## src/rtl/x_gclk_ctrl_pkg.sv

```systemverilog
// Shared definitions for the gated-clock controller: FSM state encoding
// and the width of the wake-settle counter.
package x_gclk_ctrl_pkg;

    typedef enum logic [1:0] {
        X_GCLK_RUN   = 2'd0,
        X_GCLK_IDLE  = 2'd1,
        X_GCLK_GATED = 2'd2,
        X_GCLK_WAKE  = 2'd3
    } x_gclk_state_e;

    // Holds WAKE_CYC values 1..15.
    localparam int X_GCLK_WCNT_W = 4;

endpackage

```

## src/rtl/x_gclk_en_q.sv

```systemverilog
// Falling-edge enable register for an AND-type clock gate; the enable only
// changes while CP is low, so the gated clock cannot glitch.
module x_gclk_en_q (
    input  logic CP,
    input  logic CD,
    input  logic i_d,
    output logic o_q
);

    logic r_q;

    // Capture the enable on the falling edge; reset forces the clock on.
    always_ff @(negedge CP or negedge CD) begin
        if (!CD) begin
            r_q <= 1'b1;
        end else begin
            r_q <= i_d;
        end
    end

    assign o_q = r_q;

endmodule

```

## src/rtl/x_gclk_ctrl.sv

```systemverilog
// Gated-clock controller: auto-gates a domain after an idle period and serves
// a 4-phase stop_req/stop_ack handshake. Optional macro X_GCLK_STAT_EN adds a
// saturating counter of cycles spent gated (gated_cnt, cleared by cnt_clr).
module x_gclk_ctrl
    import x_gclk_ctrl_pkg::*;
#(
    parameter int IDLE_W    = 8,
    parameter int WAKE_CYC  = 2,
    parameter int SYNC_EN_Q = 1
) (
    input  logic              CP,
    input  logic              CD,
    input  logic              busy,
    input  logic              wake,
    input  logic [IDLE_W-1:0] idle_thr,
    input  logic              stop_req,
`ifdef X_GCLK_STAT_EN
    input  logic              cnt_clr,
    output logic [31:0]       gated_cnt,
`endif
    output logic              stop_ack,
    output logic              clk_en,
    output logic              wake_done,
    output logic              gated
);

    localparam logic [IDLE_W-1:0]        IDLE_ZERO = {IDLE_W{1'b0}};
    localparam logic [IDLE_W-1:0]        IDLE_ONE  = {{(IDLE_W-1){1'b0}}, 1'b1};
    localparam logic [IDLE_W-1:0]        IDLE_MAX  = {IDLE_W{1'b1}};
    localparam logic [X_GCLK_WCNT_W-1:0] WCNT_ZERO = {X_GCLK_WCNT_W{1'b0}};
    localparam logic [X_GCLK_WCNT_W-1:0] WCNT_ONE  = {{(X_GCLK_WCNT_W-1){1'b0}}, 1'b1};
    localparam logic [X_GCLK_WCNT_W-1:0] WCNT_LAST = X_GCLK_WCNT_W'(WAKE_CYC);

    x_gclk_state_e              r_state;
    x_gclk_state_e              w_next;
    logic [IDLE_W-1:0]          r_idle_cnt;
    logic [IDLE_W-1:0]          w_idle_cnt;
    logic [X_GCLK_WCNT_W-1:0]   r_wake_cnt;
    logic [X_GCLK_WCNT_W-1:0]   w_wake_cnt;
    logic                       r_clk_en, r_ack, r_wake_done, r_gated;
    logic                       w_clk_en, w_ack, w_wake_done, w_gated;

    // State, counters and registered outputs.
    always_ff @(posedge CP or negedge CD) begin
        if (!CD) begin
            r_state     <= X_GCLK_RUN;
            r_idle_cnt  <= IDLE_ZERO;
            r_wake_cnt  <= WCNT_ZERO;
            r_clk_en    <= 1'b1;
            r_ack       <= 1'b0;
            r_wake_done <= 1'b0;
            r_gated     <= 1'b0;
        end else begin
            r_state     <= w_next;
            r_idle_cnt  <= w_idle_cnt;
            r_wake_cnt  <= w_wake_cnt;
            r_clk_en    <= w_clk_en;
            r_ack       <= w_ack;
            r_wake_done <= w_wake_done;
            r_gated     <= w_gated;
        end
    end

    // Next-state logic; the idle compare uses >= so a lowered threshold gates at once.
    always_comb begin
        w_next     = r_state;
        w_idle_cnt = r_idle_cnt;
        w_wake_cnt = r_wake_cnt;
        case (r_state)
            X_GCLK_RUN: begin
                if (busy) begin
                    w_next = X_GCLK_RUN;
                end else if (stop_req) begin
                    w_next     = X_GCLK_GATED;
                    w_idle_cnt = IDLE_ZERO;
                end else if (idle_thr != IDLE_ZERO) begin
                    w_next     = X_GCLK_IDLE;
                    w_idle_cnt = IDLE_ONE;
                end else begin
                    w_next = X_GCLK_RUN;
                end
            end
            X_GCLK_IDLE: begin
                if (busy || wake) begin
                    w_next     = X_GCLK_RUN;
                    w_idle_cnt = IDLE_ZERO;
                end else if (stop_req || ((idle_thr != IDLE_ZERO) && (r_idle_cnt >= idle_thr))) begin
                    w_next     = X_GCLK_GATED;
                    w_idle_cnt = IDLE_ZERO;
                end else if (r_idle_cnt != IDLE_MAX) begin
                    w_idle_cnt = r_idle_cnt + IDLE_ONE;
                end else begin
                    w_idle_cnt = IDLE_MAX;
                end
            end
            X_GCLK_GATED: begin
                // A released stop (falling req while acked) wakes just like wake/busy.
                if (wake || busy || (r_ack && !stop_req)) begin
                    w_next     = X_GCLK_WAKE;
                    w_wake_cnt = WCNT_ONE;
                end else begin
                    w_next = X_GCLK_GATED;
                end
            end
            X_GCLK_WAKE: begin
                if (r_wake_cnt >= WCNT_LAST) begin
                    w_next     = X_GCLK_RUN;
                    w_wake_cnt = WCNT_ZERO;
                end else begin
                    w_wake_cnt = r_wake_cnt + WCNT_ONE;
                end
            end
            default: begin
                w_next     = X_GCLK_RUN;
                w_idle_cnt = IDLE_ZERO;
                w_wake_cnt = WCNT_ZERO;
            end
        endcase
    end

    // Output decode from the next state, registered above.
    always_comb begin
        w_gated     = (w_next == X_GCLK_GATED);
        w_clk_en    = !w_gated;
        w_ack       = w_gated && stop_req;
        w_wake_done = (r_state == X_GCLK_WAKE) && (w_next == X_GCLK_RUN);
    end

    assign stop_ack  = r_ack;
    assign wake_done = r_wake_done;
    assign gated     = r_gated;

    generate
        if (SYNC_EN_Q != 0) begin : g_en_q
            logic w_clk_en_q;
            x_gclk_en_q u_en_q (
                .CP  (CP),
                .CD  (CD),
                .i_d (r_clk_en),
                .o_q (w_clk_en_q)
            );
            assign clk_en = w_clk_en_q;
        end else begin : g_en_direct
            assign clk_en = r_clk_en;
        end
    endgenerate

`ifdef X_GCLK_STAT_EN
    logic [31:0] r_gated_cnt;

    // Saturating count of cycles spent gated.
    always_ff @(posedge CP or negedge CD) begin
        if (!CD) begin
            r_gated_cnt <= 32'd0;
        end else if (cnt_clr) begin
            r_gated_cnt <= 32'd0;
        end else if ((r_state == X_GCLK_GATED) && (r_gated_cnt != 32'hFFFF_FFFF)) begin
            r_gated_cnt <= r_gated_cnt + 32'd1;
        end else begin
            r_gated_cnt <= r_gated_cnt;
        end
    end

    assign gated_cnt = r_gated_cnt;
`endif

endmodule
```

## config.mk

```make
export PLATFORM = sky130hd
export DESIGN_NAME = x_gclk_ctrl
export DESIGN_NICKNAME = d
export VERILOG_FILES = /design/src/rtl/x_gclk_ctrl_pkg.sv /design/src/rtl/x_gclk_en_q.sv /design/src/rtl/x_gclk_ctrl.sv
export SDC_FILE = /design/constraint.sdc
export NUM_CORES = 1
export LEC_CHECK = 0
export BUFFER_PORTS_ARGS = -buffer_cell sky130_fd_sc_hd__buf_2
export CAP_MARGIN = 20
export CORE_MARGIN = 2
export CORE_UTILIZATION = 45
export DETAILED_ROUTE_END_ITERATION = 7
export SLEW_MARGIN = 20
export SYNTH_ARGS = -nofsm -noshare
export SYNTH_HDL_FRONTEND = slang
export SYNTH_SLANG_ARGS = --single-unit
```

## constraint.sdc

```tcl
create_clock -name CP -period 6.4 [get_ports CP]
set_clock_uncertainty 0.2 [all_clocks]
set_input_delay 0.64 -clock CP [delete_from_list [all_inputs] [get_ports CP]]
set_output_delay 0.64 -clock CP [all_outputs]
set_load 0.005 [all_outputs]
```

==> results of run 1 <==
[kinds of logic (layout without fill, tap and decap cells)]
group / count (synthesis) / count (layout) / share of synthesized area (%)
buffers and inverters: 18 / 36 / 5.55
AOI/OAI and AO/OA: 41 / 41 / 21.5
and+or+nand+nor: 55 / 55 / 23.3
adders and majority gates: 11 / 11 / 11.1
DFF: 19 / 19 / 38.5
[per-stage QoR]
stage	cells	setup WS (ns)
2_1_floorplan	144	1.86
5_1_grt	193	1.37
4_1_cts	193	1.39
3_5_place_dp	189	1.77
6_report	193	1.41
3_3_place_gp	189	1.77
[path summary, 6_finish.rpt]
path                                   start  slack [ns]  cells after the start                 to
hold / removal                            CD        0.06                      1      r_wake_cnt[3]
hold reg to reg                r_wake_cnt[2]        0.29                      2      r_wake_cnt[2]
min in group CP                r_wake_cnt[2]        0.29                      2      r_wake_cnt[2]
setup reg to reg                    r_clk_en        2.47                      0  g_en_q.u_en_q.o_q
max in group asynchronous                 CD        2.45                      1  g_en_q.u_en_q.o_q
setup / recovery           g_en_q.u_en_q.o_q        1.41                      1             clk_en
[routing by layer]
metal  track usage, %  up-vias  part of all wire, %
met3             2.76        4                  2.0
met5                0        -                    0
li1                 -      552                    -
met4             8.50        0                  1.2
met1             25.2      536                   48
met2             31.2       12                   49
[registers in the layout (all words and copies together), names as in the netlist]
register / cells
r_state: 2
g_en_q.u_en_q.o_q: 1
gated: 1
stop_ack: 1
r_idle_cnt: 8
r_clk_en: 1
wake_done: 1
r_wake_cnt: 4
[power groups by stage]
| stage | clock network (mW) | logic (mW) | registers, mW |
|---|---|---|---|
| floorplan | 0.00196 | 0.115 | 0.171 |
| global route | 0.0726 | 0.165 | 0.189 |
| finish | 0.0653 | 0.143 | 0.184 |
| global placement | 0.00196 | 0.140 | 0.185 |
| detailed placement | 0.00196 | 0.144 | 0.186 |
| CTS | 0.0687 | 0.144 | 0.183 |
[cell type report]
type	count	area, um^2	share of cell area (%)
clock buffers	3	22.5	1.63
clock inverters	2	8.76	0.636
inverters	15	56.3	4.09
multi-input cells	107	693	50.3
flip-flops and latches	19	478	34.7
well taps	31	38.8	2.82
repair buffers	16	80.1	5.81
[placed cells by master, fill, tap and decap left out, types with 2 or more instances in the layout]
cell,instances
a22oi_1,3
a21oi_1,6
inv_1,15
ha_1,11
o21ai_1,3
nor3_1,3
dfrtp_1,17
nand3_1,5
dfstp_2,2
o22ai_1,2
nor4_1,3
buf_2,16
nor2b_1,2
clkbuf_4,3
o31a_1,2
nand2_1,17
o211ai_1,4
o21ai_0,14
nor2_1,10
and2_1,2
==> flow_summary.json, run 1 <==
{
  "outcome": "finished, final reports clean",
  "clock-sinks": 19,
  "final.fill_count": 279,
  "synth_edf_count": 0,
  "p_int_uw": 239,
  "nNetsFinal": 187,
  "synth_common_cells": "dfrtp_1, nand2_1, inv_1",
  "grt_pass1_vias": 1077,
  "end_kind": "output port",
  "seq_power_share_pct": 46.8,
  "rsz0062_at_grt": "false",
  "syn_inst": 144,
  "drive_above_1_share_pct": 17.9,
  "synth_area_um2": 1240,
  "drtIter0Drc": 35,
  "grt_overflow": 0,
  "avgSynthCellArea_um2": 8.61,
  "clkPwrFrac_pct": 16.6,
  "power_frac_comb_pct": 36.6,
  "post-route-util_pct": 51.3,
  "grt.total_usage_pct": 19.2,
  "holdBufCountCts": 0,
  "setup_tns_ns": 0,
  "antenna_cells": 0,
  "dpl.hpwl_mm": 2.18,
  "placed_area_um2": 1350,
  "yosys_warnings": 0,
  "antenna_found_initial": 0,
  "dr.pass1.iters": 4,
  "rows": 19,
  "drv_cap": 0,
  "cp-start-kind": "register",
  "grt_max_degree": 20,
  "root_buffer": "clkbuf_4",
  "hp-class": "in2async",
  "fin_area_um2": 1380,
  "pwr_density_cell_nw_per_um2": 285,
  "path_cells": "buf_2",
  "power_uw": 392,
  "p_sw_uw": 153,
  "hold_ws_ns": 0.0555,
  "routabilityCongestion": 0.854,
  "postRouteAntennaNets": 0,
  "die_y_um": 56.5,
  "crit_fanout": 1,
  "ctsResizeCount": 0,
  "h-tree-depth": 1,
  "portBuffers": 16,
  "slowest_stage": "dfstp_2",
  "ir_drop_mv": 0.170,
  "max_stage_delay_ns": 0.50,
  "setup.worst_path.class": "reg2out",
  "cts_tree": "built",
  "area_growth_pct": 11.1,
  "ys_async_sr_fraction_pct": 100,
  "synth.distinct_cells": 41,
  "switching_share_pct": 39.1,
  "arrival_ns": 4.15,
  "required_ns": 5.56,
  "worstMarginPinSlew_ns": 0.637,
  "vias": 1104,
  "ios": 17,
  "yosysTopAreaCellShare_pct": 34.3,
  "synth_top_flop_cell": "dfrtp_1",
  "clkLatencyLatePin_ns": 0.30,
  "crit_buf_inv": 1,
  "syn_nets": 168,
  "wl_mm": 2.79,
  "cts_setup_buffers": 0,
  "numCtsBuffers": 3,
  "start_util_pct": 46.2,
  "worst_setup_hold_path_clk_slew_ns": 0.12,
  "path_delay_family": "flip-flops",
  "clock_path_buffers": 2,
  "dieArea_um2": 3190,
  "dieWidth_um": 56.5,
  "core-area_um2": 2690,
  "grt_first_pass_wirelength_mm": 4.76,
  "ys_seq_area_share_pct": 38.5,
  "finalMaxSlewViolations": 0,
  "post_drt_via_cell_ratio": 5.72,
  "synth_seq_cells": 19,
  "synth_area_leader_cell": "dfrtp_1",
  "drc": 0,
  "setup_viol": 0,
  "max-slew-margin-rel_pct": 57.2,
  "wire_per_inst_um": 14.4,
  "hold_viol_final": 0,
  "leakage_nw": 0.648,
  "synthTopCellsByArea": "dfrtp_1, ha_1, o21ai_0, nand2_1, inv_1"
}
Power figures use the tool's default switching activity.
==> run 2: changes to the inputs <==
PLACE_DENSITY = 0.67   (was default)
clock period = 4.17 ns   (was 6.4 ns; I/O delays follow)
==> run 2 against run 1 <==
Effect of this change: clock power up 51%; routed wire length is 3.0% lower; sequential cell count unchanged; via count increased by 0.72%; count of clock-buffer cells in the layout did not move; largest cell class unchanged; highest routed layer unchanged.
==> flow_summary.json, run 2 (synthesis gave the netlist of run 1 again) <==
{
  "required_ns": 3.55,
  "h-tree-depth": 1,
  "cts_tree": "built",
  "cts_setup_buffers": 0,
  "root_buffer": "clkbuf_4",
  "post_drt_via_cell_ratio": 5.73,
  "final.fill_count": 254,
  "crit_fanout": 1,
  "nNetsFinal": 188,
  "grt_overflow": 0,
  "portBuffers": 16,
  "antenna_found_initial": 0,
  "pwr_density_cell_nw_per_um2": 433,
  "wl_mm": 2.70,
  "largest_reg_flops": 8,
  "final_cell_mix": "nand2_1, dfrtp_1, buf_2",
  "dpl.cell_count": 189,
  "path_delay_family": "flip-flops",
  "rsz0062_at_grt": "false",
  "worst_setup_hold_path_clk_slew_ns": 0.11,
  "arrival_ns": 3.04,
  "power_uw": 601,
  "antenna_cells": 0,
  "slowest_stage": "dfstp_2",
  "max_stage_delay_ns": 0.50,
  "path_cells": "buf_2",
  "max-slew-margin-rel_pct": 48.1,
  "worstMarginPinSlew_ns": 0.772,
  "postRouteAntennaNets": 0,
  "start_util_pct": 46.2,
  "dieWidth_um": 56.5,
  "post-route-util_pct": 51.7,
  "cp-start-kind": "register",
  "grt.total_usage_pct": 19.2,
  "rrSetupSlack_ns": 1.35,
  "wire_per_inst_um": 13.9,
  "ios": 17,
  "dpl.hpwl_mm": 2.17,
  "clock-sinks": 19,
  "rr_endpoint": "g_en_q.u_en_q.o_q",
  "hp-class": "in2reg",
  "regMostFlops": "r_idle_cnt",
  "drtIter0Drc": 37,
  "hold_ws_ns": 0.241,
  "rows": 19,
  "fin_area_um2": 1390,
  "setup_ws_ns": 0.515,
  "reg_top3": "r_idle_cnt (8), r_wake_cnt (4), r_state (2)",
  "end_kind": "output port",
  "clkLatencyLatePin_ns": 0.30,
  "hold_viol_final": 0,
  "core-area_um2": 2690,
  "setup_tns_ns": 0,
  "ir_drop_mv": 0.378,
  "grt_first_pass_wirelength_mm": 4.82,
  "leakage_nw": 0.652,
  "area_growth_pct": 11.9,
  "reg2reg_from": "r_clk_en",
  "numCtsBuffers": 3,
  "placed_area_um2": 1350,
  "layout.cells.non_filler": 194,
  "drive_above_1_share_pct": 17.8,
  "drv_cap": 0,
  "crit_buf_inv": 1,
  "setup.worst_path.class": "reg2out",
  "grt_max_degree": 20,
  "reg2reg_depth": 0,
  "finalMaxSlewViolations": 0,
  "dr.pass1.iters": 4,
  "setup_viol": 0,
  "drc": 0,
  "vias": 1112,
  "routabilityCongestion": 0.875,
  "die_y_um": 56.5,
  "clock_path_buffers": 2,
  "min_from": "stop_req",
  "dieArea_um2": 3190,
  "outcome": "finished, final reports clean",
  "min_to": "stop_ack",
  "hold-path-cell-count": 2,
  "dp_slack_ns": 0.882,
  "grt_pass1_vias": 1138
}
[run 2: power by group]
group	total (mW)	switching, mW	internal [mW]
sequential	0.281	0.0437	0.237
combinational	0.221	0.129	0.0924
clock	0.0989	0.0619	0.0370
[run 2: how the worst max path moves through the flow]
| stage | from | end | slack (ns) | depth (start not counted) |
|---|---|---|---|---|
| 2_1_floorplan | g_en_q.u_en_q.o_q | clk_en | 0.97 | 0 |
| 3_3_place_gp | g_en_q.u_en_q.o_q | clk_en | 0.88 | 1 |
| 3_5_place_dp | g_en_q.u_en_q.o_q | clk_en | 0.88 | 1 |
| 4_1_cts | g_en_q.u_en_q.o_q | clk_en | 0.50 | 1 |
| 5_1_grt | g_en_q.u_en_q.o_q | clk_en | 0.48 | 1 |
| 6_report | g_en_q.u_en_q.o_q | clk_en | 0.52 | 1 |
[run 2: final cells by class]
class	count	area, um^2	share of cell area (%)
clock buffers	3	22.5	1.62
clock inverters	2	8.76	0.631
inverters	15	56.3	4.06
multi-input cells	107	693	50.0
flip-flops and latches	19	478	34.4
well taps	31	38.8	2.80
repair buffers	17	90.1	6.49
[run 2: timing repair]
item,4_1_cts,5_1_grt
gates resized for setup,0,0
setup endpoints to repair,0,0
hold buffers,1,0
hold endpoints to repair,17,0
[run 2: routing by layer]
metal,vias to the layer above,track usage (%),part of all wire (%)
li1,556,-,-
met1,520,23.3,45
met2,30,32.7,49
met3,6,4.15,4.1
met4,0,7.82,1.6
met5,-,0,0
